[src/rtl/fsm_transit_driver_if.sv]
// Command and transit handshake bundle between the sequencing logic, the
// transit driver and the responder FSM.
// master: the transit driver. slave: the command source / responder side.
interface fsm_transit_driver_if;
    logic       cmd_valid;
    logic       cmd_ready;
    logic [1:0] cmd_target;
    logic       trans_valid;
    logic [1:0] trans_id;
    logic       trans_ack;
    logic [1:0] cur_state;
    logic       done;
    logic       err;

    modport master (
        input  cmd_valid, cmd_target, trans_ack,
        output cmd_ready, trans_valid, trans_id, cur_state, done, err
    );

    modport slave (
        output cmd_valid, cmd_target, trans_ack,
        input  cmd_ready, trans_valid, trans_id, cur_state, done, err
    );
endinterface

[src/rtl/fsm_transit_driver.sv]
// Transit driver: turns a target-state command into one or two transit
// requests towards the responder FSM (sleeping/working/resting), tracks the
// responder state and flags completion or a per-hop ack timeout.
// Optional macro FSM_TRANSIT_DRIVER_STATS_EN adds saturating hop and
// timeout counters as extra outputs.
//
// state   | meaning
// --------+---------------------------------------------------------
// S_IDLE  | ready for a command, cmd_ready high
// S_ISSUE | pick the next hop, raise trans_valid on the following cycle
// S_WAIT  | hold the request until ack or until the timer expires
// S_DONE  | target reached, pulse done on exit
module fsm_transit_driver #(
    parameter int         TIMEOUT    = 16,
    parameter logic [1:0] INIT_STATE = 2'd0
) (
    input  logic clk,
    input  logic rst,
`ifdef FSM_TRANSIT_DRIVER_STATS_EN
    output logic [15:0] hop_count,
    output logic [7:0]  timeout_count,
`endif
    fsm_transit_driver_if.master bus
);

    typedef enum logic [1:0] {S_IDLE, S_ISSUE, S_WAIT, S_DONE} state_t;

    localparam logic [7:0] TIMER_LAST = 8'(TIMEOUT - 1);

    state_t     state, state_nxt;
    logic       trans_valid_q, trans_valid_nxt;
    logic [1:0] trans_id_q, trans_id_nxt;
    logic [1:0] cur_q, cur_nxt;
    logic [1:0] target_q, target_nxt;
    logic [7:0] timer_q, timer_nxt;
    logic       done_q, done_nxt;
    logic       err_q, err_nxt;

    // Responder state reached after a given transit code.
    function automatic logic [1:0] hop_dest(input logic [1:0] id);
        case (id)
            2'd0:    hop_dest = 2'd1;
            2'd1:    hop_dest = 2'd2;
            default: hop_dest = 2'd0;
        endcase
    endfunction

    // First hop towards tgt; resting->working must pass through sleeping.
    function automatic logic [1:0] next_hop(input logic [1:0] cur, input logic [1:0] tgt);
        case (cur)
            2'd0:    next_hop = 2'd0;
            2'd1:    next_hop = (tgt == 2'd2) ? 2'd1 : 2'd3;
            default: next_hop = 2'd2;
        endcase
    endfunction

    // Register stage: state plus every output, so all outputs are glitch-free.
    always_ff @(posedge clk) begin
        if (rst) begin
            state         <= S_IDLE;
            trans_valid_q <= 1'b0;
            trans_id_q    <= 2'd0;
            cur_q         <= INIT_STATE;
            target_q      <= INIT_STATE;
            timer_q       <= 8'd0;
            done_q        <= 1'b0;
            err_q         <= 1'b0;
        end else begin
            state         <= state_nxt;
            trans_valid_q <= trans_valid_nxt;
            trans_id_q    <= trans_id_nxt;
            cur_q         <= cur_nxt;
            target_q      <= target_nxt;
            timer_q       <= timer_nxt;
            done_q        <= done_nxt;
            err_q         <= err_nxt;
        end
    end

    // Next-state and next-output decode.
    always_comb begin
        state_nxt       = state;
        trans_valid_nxt = trans_valid_q;
        trans_id_nxt    = trans_id_q;
        cur_nxt         = cur_q;
        target_nxt      = target_q;
        timer_nxt       = timer_q;
        done_nxt        = 1'b0;
        err_nxt         = 1'b0;
        case (state)
            S_IDLE: begin
                if (bus.cmd_valid) begin
                    target_nxt = bus.cmd_target;
                    if (bus.cmd_target == 2'd3) begin
                        err_nxt = 1'b1;
                    end else if (bus.cmd_target == cur_q) begin
                        done_nxt = 1'b1;
                    end else begin
                        state_nxt = S_ISSUE;
                    end
                end
            end
            S_ISSUE: begin
                trans_id_nxt    = next_hop(cur_q, target_q);
                trans_valid_nxt = 1'b1;
                timer_nxt       = 8'd0;
                state_nxt       = S_WAIT;
            end
            S_WAIT: begin
                // ack is checked before the timer so a last-cycle ack still counts
                if (bus.trans_ack) begin
                    trans_valid_nxt = 1'b0;
                    cur_nxt         = hop_dest(trans_id_q);
                    state_nxt       = (hop_dest(trans_id_q) == target_q) ? S_DONE : S_ISSUE;
                end else if (timer_q == TIMER_LAST) begin
                    trans_valid_nxt = 1'b0;
                    err_nxt         = 1'b1;
                    timer_nxt       = 8'd0;
                    state_nxt       = S_IDLE;
                end else begin
                    timer_nxt = timer_q + 8'd1;
                end
            end
            S_DONE: begin
                done_nxt  = 1'b1;
                state_nxt = S_IDLE;
            end
            default: state_nxt = S_IDLE;
        endcase
    end

    assign bus.cmd_ready   = (state == S_IDLE);
    assign bus.trans_valid = trans_valid_q;
    assign bus.trans_id    = trans_id_q;
    assign bus.cur_state   = cur_q;
    assign bus.done        = done_q;
    assign bus.err         = err_q;

`ifdef FSM_TRANSIT_DRIVER_STATS_EN
    logic hop_acked;
    logic hop_timed_out;

    assign hop_acked     = (state == S_WAIT) && bus.trans_ack;
    assign hop_timed_out = (state == S_WAIT) && !bus.trans_ack && (timer_q == TIMER_LAST);

    // Saturating counters of acked hops and timeout errors.
    always_ff @(posedge clk) begin
        if (rst) begin
            hop_count     <= 16'd0;
            timeout_count <= 8'd0;
        end else begin
            if (hop_acked && (hop_count != 16'hffff))
                hop_count <= hop_count + 16'd1;
            if (hop_timed_out && (timeout_count != 8'hff))
                timeout_count <= timeout_count + 8'd1;
        end
    end
`else
    // Statistics counters are not built in this configuration.
`endif

endmodule

[src/flat_wrapper.sv]
// flat-port wrapper written by rule: the top's interface ports become plain ports
module fsm_transit_driver_flat 
#(
    parameter int         TIMEOUT    = 16,
    parameter logic [1:0] INIT_STATE = 2'd0
)
  (clk, rst, bus_cmd_valid, bus_cmd_target, bus_trans_ack, bus_cmd_ready, bus_trans_valid, bus_trans_id, bus_cur_state, bus_done, bus_err);
  fsm_transit_driver_if bus_i ();
  input  logic clk;
  input  logic rst;
  input wire logic [$bits(bus_i.cmd_valid)-1:0] bus_cmd_valid;
  input wire logic [$bits(bus_i.cmd_target)-1:0] bus_cmd_target;
  input wire logic [$bits(bus_i.trans_ack)-1:0] bus_trans_ack;
  output wire logic [$bits(bus_i.cmd_ready)-1:0] bus_cmd_ready;
  output wire logic [$bits(bus_i.trans_valid)-1:0] bus_trans_valid;
  output wire logic [$bits(bus_i.trans_id)-1:0] bus_trans_id;
  output wire logic [$bits(bus_i.cur_state)-1:0] bus_cur_state;
  output wire logic [$bits(bus_i.done)-1:0] bus_done;
  output wire logic [$bits(bus_i.err)-1:0] bus_err;
  assign bus_i.cmd_valid = bus_cmd_valid;
  assign bus_i.cmd_target = bus_cmd_target;
  assign bus_i.trans_ack = bus_trans_ack;
  assign bus_cmd_ready = bus_i.cmd_ready;
  assign bus_trans_valid = bus_i.trans_valid;
  assign bus_trans_id = bus_i.trans_id;
  assign bus_cur_state = bus_i.cur_state;
  assign bus_done = bus_i.done;
  assign bus_err = bus_i.err;
  fsm_transit_driver #(.TIMEOUT(TIMEOUT), .INIT_STATE(INIT_STATE)) u_core (.clk(clk), .rst(rst), .bus(bus_i));
endmodule
[config.mk]
export PLATFORM = sky130hd
export DESIGN_NAME = fsm_transit_driver_flat
export DESIGN_NICKNAME = d
export VERILOG_FILES = /design/src/rtl/fsm_transit_driver_if.sv /design/src/rtl/fsm_transit_driver.sv /design/src/flat_wrapper.sv
export SDC_FILE = /design/constraint.sdc
export NUM_CORES = 1
export LEC_CHECK = 0
export ABC_AREA = 1
export CORE_ASPECT_RATIO = 1.2
export CORE_MARGIN = 2
export CORE_UTILIZATION = 49
export DETAILED_ROUTE_END_ITERATION = 8
export PLACE_DENSITY = 0.79
export SLEW_MARGIN = 0
export SYNTH_ARGS = -nofsm -noshare
export SYNTH_HDL_FRONTEND = slang
export SYNTH_SLANG_ARGS = --single-unit
[constraint.sdc]
create_clock -name clk -period 3 [get_ports clk]
set_input_delay 0.75 -clock clk [delete_from_list [all_inputs] [get_ports clk]]
set_output_delay 0.75 -clock clk [all_outputs]
set_load 0.1 [all_outputs]
==> results of run 1 <==
cell families (layout without fill, tap and decap cells):
logic type               count (synthesis)  count (layout)  share of synthesized area [%]
AND/OR/NAND/NOR                         69              69                           29.8
XOR/XNOR                                 1               1                          0.836
buffers and inverters                   22              38                           7.89
AO/OA/AOI/OAI                           34              34                           19.2
flip-flops                              19              19                           36.3
adder cells (fa/ha/maj)                  5               5                           5.97
metal layers:
| metal | wire, um | part of all wire [%] |
|---|---|---|
| met5 | 0 | 0 |
| met4 | 26 | 1.2 |
| met3 | 62 | 2.8 |
| met2 | 1110 | 50 |
| met1 | 1030 | 46 |
report_power, final:
part           switching [uW]  leakage (uW)  internal [uW]
logic                     425      0.000394            155
clock network            83.5     0.0000177           49.6
registers                38.0      0.000155            294
total                     546      0.000567            499
final cells by class:
type / count / share of cell area [%]
sequential: 19 / 31.2
tap: 30 / 3.08
clock inverter: 1 / 0.411
timing repair buffer: 13 / 9.03
multi-input combinational: 109 / 47.9
inverter: 21 / 6.47
clock buffer: 3 / 1.85
per-stage QoR:
| stage | power, uW | util, % | setup WS, ps |
|---|---|---|---|
| final | 1050 | 59.5 | 844 |
| after CTS | 1050 | 59.5 | 846 |
| after global placement | 903 | 58.1 | 995 |
| after global routing | 1120 | 59.5 | 767 |
| after floorplan | 799 | - | 971 |
| after detailed placement | 917 | 58.1 | 947 |
flip-flops by register name, summed over array words and instances (netlist names):
name / cells
u_core.bus.cur_state: 2
u_core.bus.done: 1
u_core.bus.err: 1
u_core.bus.trans_id: 2
u_core.bus.trans_valid: 1
u_core.state: 2
u_core.target_q: 2
u_core.timer_q: 8
Yosys cell counts, drive strengths merged, types with 2 or more instances:
master  instances  area (um^2)
and2            2         12.5
o22ai           2         12.5
o21ai          15         78.8
nor2           16         77.6
ha              5         62.6
nand3          11         60.1
a21oi          11         55.1
dfxtp          19          380
o21a            2         15.0
nand2          37          144
inv            21         78.8
path summary, 6_finish.rpt:
path                           start                  to  depth (start not counted)
setup / recovery     u_core.state[0]       bus_cmd_ready                          3
hold / removal    u_core.target_q[0]  u_core.target_q[0]                          2
setup reg to reg     u_core.state[0]     u_core.state[1]                          9
hold reg to reg   u_core.target_q[0]  u_core.target_q[0]                          2
critical path, cell delays in order, from the launching register on:
cell and delay [ps]:
dfxtp_1 370, inv_1 100, ha_1 290, buf_4 340
==> flow_summary.toml, run 1 <==
[run_status]
status = "finished clean"

[synth]
synthFlopType = "dfxtp_1"
ys_seq_area_share_pct = 36.3
synth-edff-count = 0
syn_area_um2 = 1050
ys_ff_latch = 19
yosysUniqueCellTypes = 25
synthArstFlopShare_pct = 0
avgSynthCellArea_um2 = 6.98
syn_inst = 150
synth_fp_nets = 161
yosysWarnings = 0

[floorplanning]
core_um2 = 2050
pin_count = 14
start_util_pct = 51.1
die_x_um = 46.2
die_area_um2 = 2520
die_h_um = 54.6
fp-row-count = 18

[clocking]
cts_resized = 0
cts_sinks = 19
root_buffer = "clkbuf_4"
holdBufCountCts = 0
numCtsBuffers = 3
clockBufferDepth = 2
cts_tree = "yes"
clk_pin_slew_worst_paths_ps = 120
htreeDepth = 1
postCtsSetupBuffers = 0
insertion_delay_ps = 300

[placed_design]
place.detailed.hpwl_um = 1740
dp_cells = 192
io_buffers = 13
placed_area_um2 = 1190
gp_congestion = 0.880

[grt]
globalRouteMet2Util_pct = 39.1
overflow = 0
gr-usage-all-layers_pct = 21.5
antenna_found_initial = 0
grt_pass1_wl_um = 3930
globalRouteMet1Util_pct = 25.7
grt_pass1_vias = 961
grt_max_degree = 14
top_usage_layer = "met2"
met3_usage_pct = 2.97

[routing]
vias = 987
routed_via_density = 5.04
wl_per_cell_um = 11.4
route.detailed.drc = 0
wirelength_um = 2230
drt_first_pass_iters = 4
ant_nets = 0
dr.first_iter.drc_count = 24

[timing]
drv_slew = 0
rsz0062_at_grt = "false"
fmax_ghz = 0.464
setup_viol_count_final = 0
final_hold_viol_count = 0
max-slew-margin-rel_pct = 74.6
min_period_ps = 2160
fin_hold_ws_ps = 496
worst_pin_slew_ps = 380
finalClockSkew_ps = 9.48
final.setup.tns_ps = 0
min_period_over_period_pct = 71.9

[layout]
regArea_um2 = 380
nFillCells = 191
final_cells = 196
drive_above_1_share_pct = 12.0
fin_area_um2 = 1220
diodes = 0
mostFrequentLayoutCell = "nand2_1"
multiInputGateArea_um2 = 584
nets = 178
areaGrowthSynthToFinish_pct = 16.4
mostFrequentLayoutCells = "nand2_1 (35), inv_1 (21), dfxtp_1 (19)"

[power_and_ir_drop]
powerDensity_nw_per_um2 = 858
p_leak_uw = 0.000567
ir_drop_mv = 0.610

[hold_path]
hold_class = "reg -> reg"

[worst_setup_path]
crit_path_end_kind = "output port"
crit_required_ps = 2250
crit_fanout = 7
r2r_setup_slack_ps = 1420
worstSetupPathType = "reg -> out"
cp.arrival_ps = 1410
startpoint_type = "flop"

[job]
drv_cap = 0
No activity file was read; power rests on OpenSTA's default activity.
==> inputs of run 2 (changes only) <==
==> constraint.sdc (replaced) <==
create_clock -name clk -period 2.2 [get_ports clk]
set_input_delay 0.55 -clock clk [delete_from_list [all_inputs] [get_ports clk]]
set_output_delay 0.55 -clock clk [all_outputs]
set_load 0.1 [all_outputs]
==> run 2 against run 1 <==
  * Final cell count is 0.51% higher
  * Register-to-register slack worse by 760 ps
  * Utilization is 0.92 points higher
  * Routed wire length is 3.0% lower
  * Sequential cell count stayed put
  * Via count is 0.20% higher
==> flow_summary.toml, run 2 (synthesis gave the netlist of run 1 again) <==
[grt]
grt_max_degree = 14
met3_usage_pct = 2.97
gr-usage-all-layers_pct = 20.4
globalRouteMet1Util_pct = 24.9
grt_pass1_vias = 917
globalRouteMet2Util_pct = 36.6
grt_pass1_wl_um = 3770
top_usage_layer = "met2"
antenna_found_initial = 0
overflow = 0

[clocking]
numCtsBuffers = 3
clockBufferDepth = 2
cts_tree = "yes"
clk_pin_slew_worst_paths_ps = 110
postCtsSetupBuffers = 0
htreeDepth = 1
root_buffer = "clkbuf_4"
holdBufCountCts = 0
insertion_delay_ps = 290
cts_resized = 0
cts_sinks = 19

[floorplanning]
core_um2 = 2050
die_h_um = 54.6
die_area_um2 = 2520
die_x_um = 46.2
pin_count = 14
fp-row-count = 18
start_util_pct = 51.1

[worst_setup_path]
crit_required_ps = 1650
cp_top_family = "flip-flops"
cp.arrival_ps = 1310
cp_num_cells = 3
worstSetupPathType = "reg -> out"
cpPeakStageDelay_ps = 350
cp_cell_sequence = "inv_1 > ha_1 > buf_12"
startpoint_type = "flop"
crit_buf_inv = 2
r2r_cells = 9
crit_path_end_kind = "output port"
crit_fanout = 7
slowest_stage = "dfxtp_1"

[timing]
worst_pin_slew_ps = 348
setup_viol_count_final = 0
drv_slew = 0
min_period_ps = 1860
final_hold_viol_count = 0
rsz0062_at_grt = "false"
fin_ws_ps = 339
finalClockSkew_ps = 3.91
fin_hold_ws_ps = 501
max-slew-margin-rel_pct = 76.8
min_period_over_period_pct = 84.6
final.setup.tns_ps = 0
fmax_ghz = 0.537

[run_status]
status = "finished clean"

[routing]
wirelength_um = 2170
vias = 989
wl_per_cell_um = 11.0
drt_first_pass_iters = 4
dr.first_iter.drc_count = 21
ant_nets = 0
routed_via_density = 5.02
route.detailed.drc = 0

[layout]
diodes = 0
largest_reg_flops = 8
drive_above_1_share_pct = 12.0
final_cells = 197
mostFrequentLayoutCell = "nand2_1"
areaGrowthSynthToFinish_pct = 18.2
nFillCells = 190
nets = 179
mostFrequentLayoutCells = "nand2_1 (35), inv_1 (21), dfxtp_1 (19)"
top_register = "u_core.timer_q"

[hold_path]
holdPathStages = 2
hold_class = "reg -> reg"

[power_and_ir_drop]
p_leak_uw = 0.000574
ir_drop_mv = 1.19
powerDensity_nw_per_um2 = 1170
p_total_uw = 1450

[placed_design]
gp_congestion = 0.890
io_buffers = 13
place.detailed.hpwl_um = 1720
dp_cells = 193
place_ws_ps = 380

[job]
drv_cap = 0
-- run 2: cell count changes in the layout (fill, tap and decap cells not counted), sizes merged --
cell | before | now
buf | 8 | 9
clkbuf | 3 | 4
clkinv | 1 | 0
-- run 2: area by class of cell --
type,instances,area [um^2],area share [%]
flip-flops and latches,19,380,30.7
clock buffers,4,26.3,2.12
repair buffers,14,130,10.5
inverters,21,78.8,6.37
well taps,30,37.5,3.03
multi-input cells,109,584,47.2
-- run 2: worst paths after layout --
check                                  startpoint           endpoint  slack (ps)
worst max-delay path              u_core.state[1]      bus_cmd_ready         340
worst max register to register    u_core.state[0]    u_core.state[1]         660
worst min-delay path            u_core.timer_q[1]  u_core.timer_q[1]         500
worst min register to register  u_core.timer_q[1]  u_core.timer_q[1]         500
-- run 2: stage by stage --
stage / util [%] / area, um^2
after CTS: 60.4 / 1240
after global placement: 59.1 / 1210
after detailed placement: 59.1 / 1210
after global routing: 60.4 / 1240
after floorplan: - / 1050
final: 60.4 / 1240
-- run 2: layer usage --
layer	share of wire, %	wire [um]
met1	45	982
met3	2.7	59
met2	51	1100
met4	1.1	23
met5	0	0
-- run 2: worst reg2reg max path, delay by kind of cell (launching register included) --
family / cells / cell delay, ps
adders and majority gates: 1 / 270
AOI/OAI and AO/OA: 1 / 170
and+or+nand+nor: 6 / 520
buffers and inverters: 1 / 80
DFF: 1 / 410
-- run 2: report_power, final --
group	leakage [uW]	switching [uW]	internal (uW)
sequential	0.000155	50.7	401
clock	0.0000150	103	70.4
combinational	0.000404	584	240
total	0.000574	737	712
==> inputs of run 3 (changes only) <==
==> constraint.sdc (replaced) <==
create_clock -name clk -period 1.9 [get_ports clk]
set_input_delay 0.475 -clock clk [delete_from_list [all_inputs] [get_ports clk]]
set_output_delay 0.475 -clock clk [all_outputs]
set_load 0.1 [all_outputs]
==> run 3 against run 2 <==
  * Setup slack got worse by 170 ps
  * First-iteration DRC count decreased by 29%
  * Clock power increased by 21%
  * Critical path type unchanged
  * Largest cell class unchanged
  * Count of clock-buffer cells in the layout unchanged
  * Register-to-register slack got worse by 330 ps
  * Die area unchanged
  * Non-clock buffer count unchanged
  * Clock skew increased by 4.3 ps
  * Sequential share of layout area decreased by 2.1 points
  * Utilization increased by 4.4 points
  * Worst hold slack got worse by 15 ps
  * Global-route usage increased by 1.5 points
==> flow_summary.toml, run 3 (synthesis gave the netlist of run 1 again) <==
[layout]
postLayoutCoreUtil_pct = 64.8
mostFrequentLayoutCell = "nand2_1"
areaGrowthSynthToFinish_pct = 26.8
largest_reg_flops = 8
diodes = 0
drive_above_1_share_pct = 12.6
final_cells = 197
nets = 179
mostFrequentLayoutCells = "nand2_1 (35), inv_1 (21), dfxtp_1 (19)"
top_register = "u_core.timer_q"

[power_and_ir_drop]
ir_drop_mv = 1.18
powerDensity_nw_per_um2 = 1360
p_leak_uw = 0.000594
p_switching_uw = 889
power_switching_share_pct = 49.2
internal_power_uw = 918
seqPwrFrac_pct = 30.1
pwr-share-comb_pct = 58.2
power_frac_clock_pct = 11.6

[placed_design]
dp_cells = 193
place.detailed.hpwl_um = 1790
gp_congestion = 0.859
io_buffers = 13

[timing]
worst_pin_slew_ps = 367
rsz0062_at_grt = "false"
final.setup.tns_ps = 0
min_period_ps = 1730
max-slew-margin-rel_pct = 75.5
min_period_over_period_pct = 91.3
finalClockSkew_ps = 8.20
final_hold_viol_count = 0
setup_viol_count_final = 0
fmax_ghz = 0.576
drv_slew = 0

[worst_setup_path]
crit_required_ps = 1420
startpoint_type = "flop"
r2r-start = "u_core.state[0]"
r2r_setup_slack_ps = 330
r2r_cells = 9
crit_path_end_kind = "output port"
crit_fanout = 7
cp.arrival_ps = 1260
r2r-end = "u_core.state[0]"
worstSetupPathType = "reg -> out"

[clocking]
postCtsSetupBuffers = 0
root_buffer = "clkbuf_4"
cts_sinks = 19
clockBufferDepth = 2
htreeDepth = 1
holdBufCountCts = 0
clk_pin_slew_worst_paths_ps = 110
numCtsBuffers = 3
cts_resized = 0
insertion_delay_ps = 300
cts_tree = "yes"

[routing]
vias = 1028
routed_via_density = 5.22
ant_nets = 0
wl_met3_um = 68
wl_met2_um = 1220
wl_per_cell_um = 11.9
wl_met1_um = 1020
top_layer = "met4"
drt_first_pass_iters = 4
wirelength_um = 2340
dr.first_iter.drc_count = 15
route.detailed.drc = 0

[hold_path]
hold_class = "reg -> reg"
holdCritStartpoint = "u_core.target_q[1]"
holdPathStages = 2
min_to = "u_core.target_q[1]"

[floorplanning]
die_h_um = 54.6
die_area_um2 = 2520
core_um2 = 2050
start_util_pct = 51.1
pin_count = 14
die_x_um = 46.2
fp-row-count = 18

[job]
drv_cap = 0

[grt]
grt_pass1_wl_um = 3980
overflow = 0
grt_pass1_vias = 951
antenna_found_initial = 0
gr-usage-all-layers_pct = 21.9
grt_max_degree = 14

[run_status]
status = "finished clean"
==> run 3: cell counts in the layout (fill, tap and decap cells not counted) <==
No cell type changed its count.
==> run 3: final cells by class <==
cell class | instances | area, um^2
multi-input cells | 109 | 587
repair buffers | 14 | 218
clock buffers | 4 | 26.3
fillers | 191 | 722
flip-flops and latches | 19 | 380
inverters | 21 | 78.8
well taps | 30 | 37.5
==> run 3: worst max path at each step <==
stage                                 start              end  slack [ps]  cells after the start
global placement              bus_trans_ack  u_core.state[1]         190                      9
CTS                         u_core.state[0]    bus_cmd_ready         160                      3
floorplan           u_core.bus.cur_state[1]  u_core.state[1]         130                      9
finish                      u_core.state[0]    bus_cmd_ready         170                      3
global route                u_core.state[0]    bus_cmd_ready         100                      3
detailed placement            bus_trans_ack  u_core.state[0]         130                      9
==> run 3: layer usage <==
| metal | vias up | global-route usage, % |
|---|---|---|
| met5 | - | 0 |
| met4 | 0 | 8.57 |
| met3 | 5 | 2.31 |
| met2 | 20 | 38.7 |
| met1 | 478 | 26.6 |
| li1 | 525 | - |
==> run 3: per-stage QoR <==
stage | hold WS (ps) | worst slack (ps) | cell area (um^2) | total power, uW
floorplan | 444 | 128 | 1050 | 1270
global placement | 464 | 189 | 1300 | 1580
detailed placement | 473 | 135 | 1300 | 1610
CTS | 488 | 161 | 1330 | 1820
global route | 536 | 102 | 1330 | 1920
finish | 486 | 165 | 1330 | 1810
==> run 3: power by group through the flow <==
stage	Sequential, uW	Combinational [uW]	Clock [uW]
2_1_floorplan	778	492	0
3_3_place_gp	549	1030	0
3_5_place_dp	553	1050	0
4_1_cts	545	1060	215
5_1_grt	555	1130	233
6_report	545	1050	210
==> run 3: worst max-delay path, cell delays in order, from the launching register on <==
cell and delay [ps]:
dfxtp_1 430, inv_1 90, ha_2 250, buf_12 180
